[src/rtl/in_unit_pipe_buff.sv]
// in_unit_pipe_buff: elastic pipeline buffer between the pixel-input unit and
// the dimming algorithm core. DEPTH register stages carry pixel payload plus
// duty/address sideband. Each stage has its own valid bit. Empty stages collapse
// under back-pressure, and iFlush (ALG_rst) clears the pipe synchronously.
// Optional statistics (oOccupancy, oStallCnt) are built only when the
// PIPE_STAT_EN macro is defined.
module in_unit_pipe_buff #(
  parameter int unsigned DATA_W = 192,
  parameter int unsigned SIDE_W = 36,
  parameter int unsigned DEPTH  = 2
) (
  input  logic                         iODCK,
  input  logic                         iRST_N,
  input  logic                         iValid,
  output logic                         oReady,
  input  logic [DATA_W-1:0]            iData,
  input  logic [SIDE_W-1:0]            iSide,
  input  logic                         iFlush,
  output logic                         oValid,
  input  logic                         iReady,
`ifdef PIPE_STAT_EN
  output logic [$clog2(DEPTH+1)-1:0]   oOccupancy,
  output logic [15:0]                  oStallCnt,
`endif
  output logic [DATA_W-1:0]            oData,
  output logic [SIDE_W-1:0]            oSide
);

  localparam int unsigned OCC_W = $clog2(DEPTH + 1);

  logic [DEPTH-1:0]  vld;
  logic [DEPTH-1:0]  vldNext;
  logic [DEPTH-1:0]  vIn;
  logic [DEPTH-1:0]  load;
  logic [DEPTH:0]    rdy;
  logic              chainAcc;
  logic [DATA_W-1:0] dataQ [DEPTH];
  logic [SIDE_W-1:0] sideQ [DEPTH];

  // Ready chain: a stage can take a beat if it is empty or its successor moves.
  always_comb begin
    rdy        = '0;
    chainAcc   = iReady;
    rdy[DEPTH] = iReady;
    for (int k = int'(DEPTH) - 1; k >= 0; k--) begin
      chainAcc = chainAcc | ~vld[k];
      rdy[k]   = chainAcc;
    end
  end

  // Next valid bits and load enables; flush wins over any load.
  always_comb begin
    vIn     = '0;
    vldNext = vld;
    load    = '0;
    vIn[0]  = iValid;
    for (int k = 1; k < int'(DEPTH); k++) begin
      vIn[k] = vld[k-1];
    end
    if (iFlush) begin
      vldNext = '0;
    end else begin
      for (int k = 0; k < int'(DEPTH); k++) begin
        if (rdy[k]) begin
          vldNext[k] = vIn[k];
          load[k]    = vIn[k];
        end
      end
    end
  end

  // Stage valid bits.
  always_ff @(posedge iODCK or negedge iRST_N) begin
    if (!iRST_N) begin
      vld <= '0;
    end else begin
      vld <= vldNext;
    end
  end

  // Stage payload registers load only with valid data; they hold across flush.
  always_ff @(posedge iODCK or negedge iRST_N) begin
    if (!iRST_N) begin
      for (int k = 0; k < int'(DEPTH); k++) begin
        dataQ[k] <= '0;
        sideQ[k] <= '0;
      end
    end else begin
      if (load[0]) begin
        dataQ[0] <= iData;
        sideQ[0] <= iSide;
      end
      for (int k = 1; k < int'(DEPTH); k++) begin
        if (load[k]) begin
          dataQ[k] <= dataQ[k-1];
          sideQ[k] <= sideQ[k-1];
        end
      end
    end
  end

  assign oReady = rdy[0] & ~iFlush;
  assign oValid = vld[DEPTH-1];
  assign oData  = dataQ[DEPTH-1];
  assign oSide  = sideQ[DEPTH-1];

`ifdef PIPE_STAT_EN
  function automatic logic [OCC_W-1:0] popCnt(input logic [DEPTH-1:0] v);
    logic [OCC_W-1:0] n;
    n = '0;
    for (int k = 0; k < int'(DEPTH); k++) begin
      n = n + OCC_W'(v[k]);
    end
    return n;
  endfunction

  // Occupancy tracks the stage valid bits; stall counter saturates.
  always_ff @(posedge iODCK or negedge iRST_N) begin
    if (!iRST_N) begin
      oOccupancy <= '0;
      oStallCnt  <= '0;
    end else begin
      oOccupancy <= popCnt(vldNext);
      if (oValid && !iReady && (oStallCnt != 16'hFFFF)) begin
        oStallCnt <= oStallCnt + 16'd1;
      end
    end
  end
`endif

endmodule

[config.mk]
export PLATFORM = sky130hd
export DESIGN_NAME = in_unit_pipe_buff
export DESIGN_NICKNAME = d
export VERILOG_FILES = /design/src/rtl/in_unit_pipe_buff.sv
export SDC_FILE = /design/constraint.sdc
export NUM_CORES = 1
export LEC_CHECK = 0
export ABC_AREA = 1
export CAP_MARGIN = 40
export CORE_MARGIN = 2
export CORE_UTILIZATION = 54
export CTS_CLUSTER_SIZE = 30
export DETAILED_ROUTE_END_ITERATION = 16
export HOLD_SLACK_MARGIN = 0.15
export PLACE_DENSITY = 0.89
export SETUP_SLACK_MARGIN = 0.3
export SYNTH_ARGS = -nofsm -noshare
export SYNTH_HDL_FRONTEND = slang
export SYNTH_SLANG_ARGS = --single-unit
[constraint.sdc]
create_clock -name iODCK -period 2.7 [get_ports iODCK]
set_clock_uncertainty 0.2 [all_clocks]
set_input_delay 0.54 -clock iODCK [delete_from_list [all_inputs] [get_ports iODCK]]
set_output_delay 0.54 -clock iODCK [all_outputs]
set_load 0.05 [all_outputs]
==> metrics.yaml <==
worst_setup_path:
  r2r_setup_slack_ns: 0.82
  cp-start-kind: "primary input"
  worst-endpoint-arrival_ns: 1.60
  r2r_cells: 5
  crit_path_start: "iReady"
  r2r-start: "vld[1]"
  cp.required_ns: 1.96
  timing.rr.end: "dataQ[215]"
  crit_type: "primary input to output pin"
  crit_path_max_fanout: 5
  endpoint_kind: "output pin"
pwr:
  power_density_nw_per_um2: 850
  p_leak_uw: 0.0133
  vdd_drop_max_mv: 0.636
clock_tree:
  post_cts_buffers: 0
  clock-root-buffer: "clkbuf_16"
  cts_buffer_depth: 3
  cts_tree: "built"
  cts_sinks: 458
  htreeDepth: 2
  clock_latency_ns: 0.56
  cts.clk_slew.worst_paths_ns: 0.05
  cts_buffers: 47
route:
  viasPerCell: 5.56
  route.vias.total: 16200
  drt_iter0_drc: 1320
  drc: 0
  antenna_left: 0
  drt-wirelength-per-cell_um: 19.4
  wirelength_mm: 56.7
  first_pass_iters: 5
global_route:
  grtUsageMet1_pct: 36.2
  grt_pass1_wl_mm: 90.1
  overflow: 0
  antenna_found_initial: 2
  grt_max_degree: 127
  use_met2_pct: 49.5
  track_usage_pct: 29.9
  grtUsageMet3_pct: 10.8
  grt.busiest_layer: "met2"
  grt_pass1_vias: 16500
hold_path:
  holdPathStages: 2
  min_to: "oData[98]"
  min_from: "oData[98]"
  hold_path.class: "register to register"
place:
  gp_congestion: 0.902
  placedCellCount: 2836
  numPortBuffers: 462
  post-place-ws_ns: 0.249
  hpwl_mm: 36.9
sta:
  rsz0062_at_grt: "no"
  relSlewSlack_pct: 52.7
  slew_violations: 0
  setup_violations: 0
  hold_violations: 0
  setup_ws_ns: 0.364
  tns_ns: 0
  worst_pin_slew_ns: 0.710
  fmax_ghz: 0.428
  period_needed_ns: 2.34
  fin_crit_sh_pct: 86.5
synthesis:
  yosysSeqAreaShare_pct: 58.1
  syn-cell-area_um2: 19700
  yosysWarnings: 0
  synthCells: 2218
  synthTopCellsByArea: "dfrtp_1 58%, nand2_1 17%, nand3_1 12%"
  synth.distinct_cells: 10
  avgSynthCellArea_um2: 8.90
  synth_largest_area_cell: "dfrtp_1"
  syn-num-nets: 2451
  synth-seq-cells: 458
  yosysTopAreaCellShare_pct: 58.1
layout:
  area.growth.synth_to_final_pct: 24.5
  nets: 2651
  fill_cells: 2578
  final_cells: 2922
  drive_gt1_share_pct: 5.83
  final_core_util_pct: 67.8
die:
  rows: 70
  start_util_pct: 54.4
  die_area_um2: 38100
  die_h_um: 195
  coreArea_um2: 36300
  die_w_um: 195
  ios: 463
flow_run:
  cap_viol_max_count: 0
status:
  status: "finished clean"
==> cell usage after synthesis <==
cell,instances
buf_2,125
nand3_1,456
dfrtp_1,458
buf_4,246
a21oi_1,2
nand3_2,1
inv_1,5
clkbuf_1,7
nand2_1,916
nor2_2,2
==> where the power goes <==
part / total [uW] / switching, uW / internal [uW]
logic: 5720 / 4170 / 1540
clock network: 6390 / 2670 / 3730
registers: 8760 / 731 / 8030
total: 20900 / 7570 / 13300
==> area by class of cell <==
cell class | instances | area (um^2) | area share, %
well taps | 468 | 586 | 2.38
inverters | 5 | 18.8 | 0.0764
clock inverters | 16 | 173 | 0.703
flip-flops and latches | 458 | 11500 | 46.7
repair buffers | 529 | 5200 | 21.2
clock buffers | 67 | 1330 | 5.43
multi-input cells | 1377 | 5790 | 23.6
diodes | 2 | 5.00 | 0.0204
==> registers in the layout (all words and copies together) (netlist names) <==
name   flops
oSide     36
dataQ    192
vld        2
sideQ     36
oData    192
==> repair_timing <==
item,CTS,global route
endpoints found under the setup margin,229,0
gates resized for setup,229,0
hold buffers,1,0
endpoints found under the hold margin,52,0
==> placed cells by master, fill, tap and decap left out, drive strengths merged <==
cell	count
clkinv	9
clkdlybuf4s50	231
bufinv	3
nand2	916
nor2	2
buf	68
inv	5
clkbuf	67
nand3	457
dfrtp	458
dlygate4sd2	229
diode	2
clkinvlp	4
dlygate4sd3	1
a21oi	2
==> through the flow <==
stage	area, um^2	power (uW)	hold slack [ns]
floorplan	19700	13400	0.0444
detailed placement	23300	15000	0.257
finish	24600	20900	0.264
global placement	23300	14800	0.252
CTS	24600	20900	0.267
global route	24600	21700	0.281
==> critical path, stage by stage <==
cell and delay, ns:
clkdlybuf4s50_1 0.42, inv_1 0.15, nand3_4 0.17, nand2_1 0.09, inv_1 0.04, buf_4 0.18
==> how the worst max path moves through the flow <==
stage            endpoint  slack, ns  cells past startpoint
2_1_floorplan      oReady       0.54                      4
3_3_place_gp   dataQ[207]       0.30                      6
3_5_place_dp   oData[157]       0.25                      6
4_1_cts            oValid       0.33                      1
5_1_grt            oReady       0.30                      6
6_report           oReady       0.36                      6
==> logic make-up (layout without fill, tap and decap cells) <==
group | count (synthesis) | count (layout) | share of synthesized area [%]
flops | 458 | 458 | 58.1
other cells | 0 | 2 | 0
simple gates | 1375 | 1375 | 29.1
buf+inv | 383 | 617 | 12.8
compound gates | 2 | 2 | 0.0507
==> routing by layer <==
metal	vias to the layer above	share of wire, %
li1	7221	-
met1	7879	36
met2	982	48
met3	151	12
met4	2	3.6
met5	-	0.019
(Power assumes the default switching activity.)
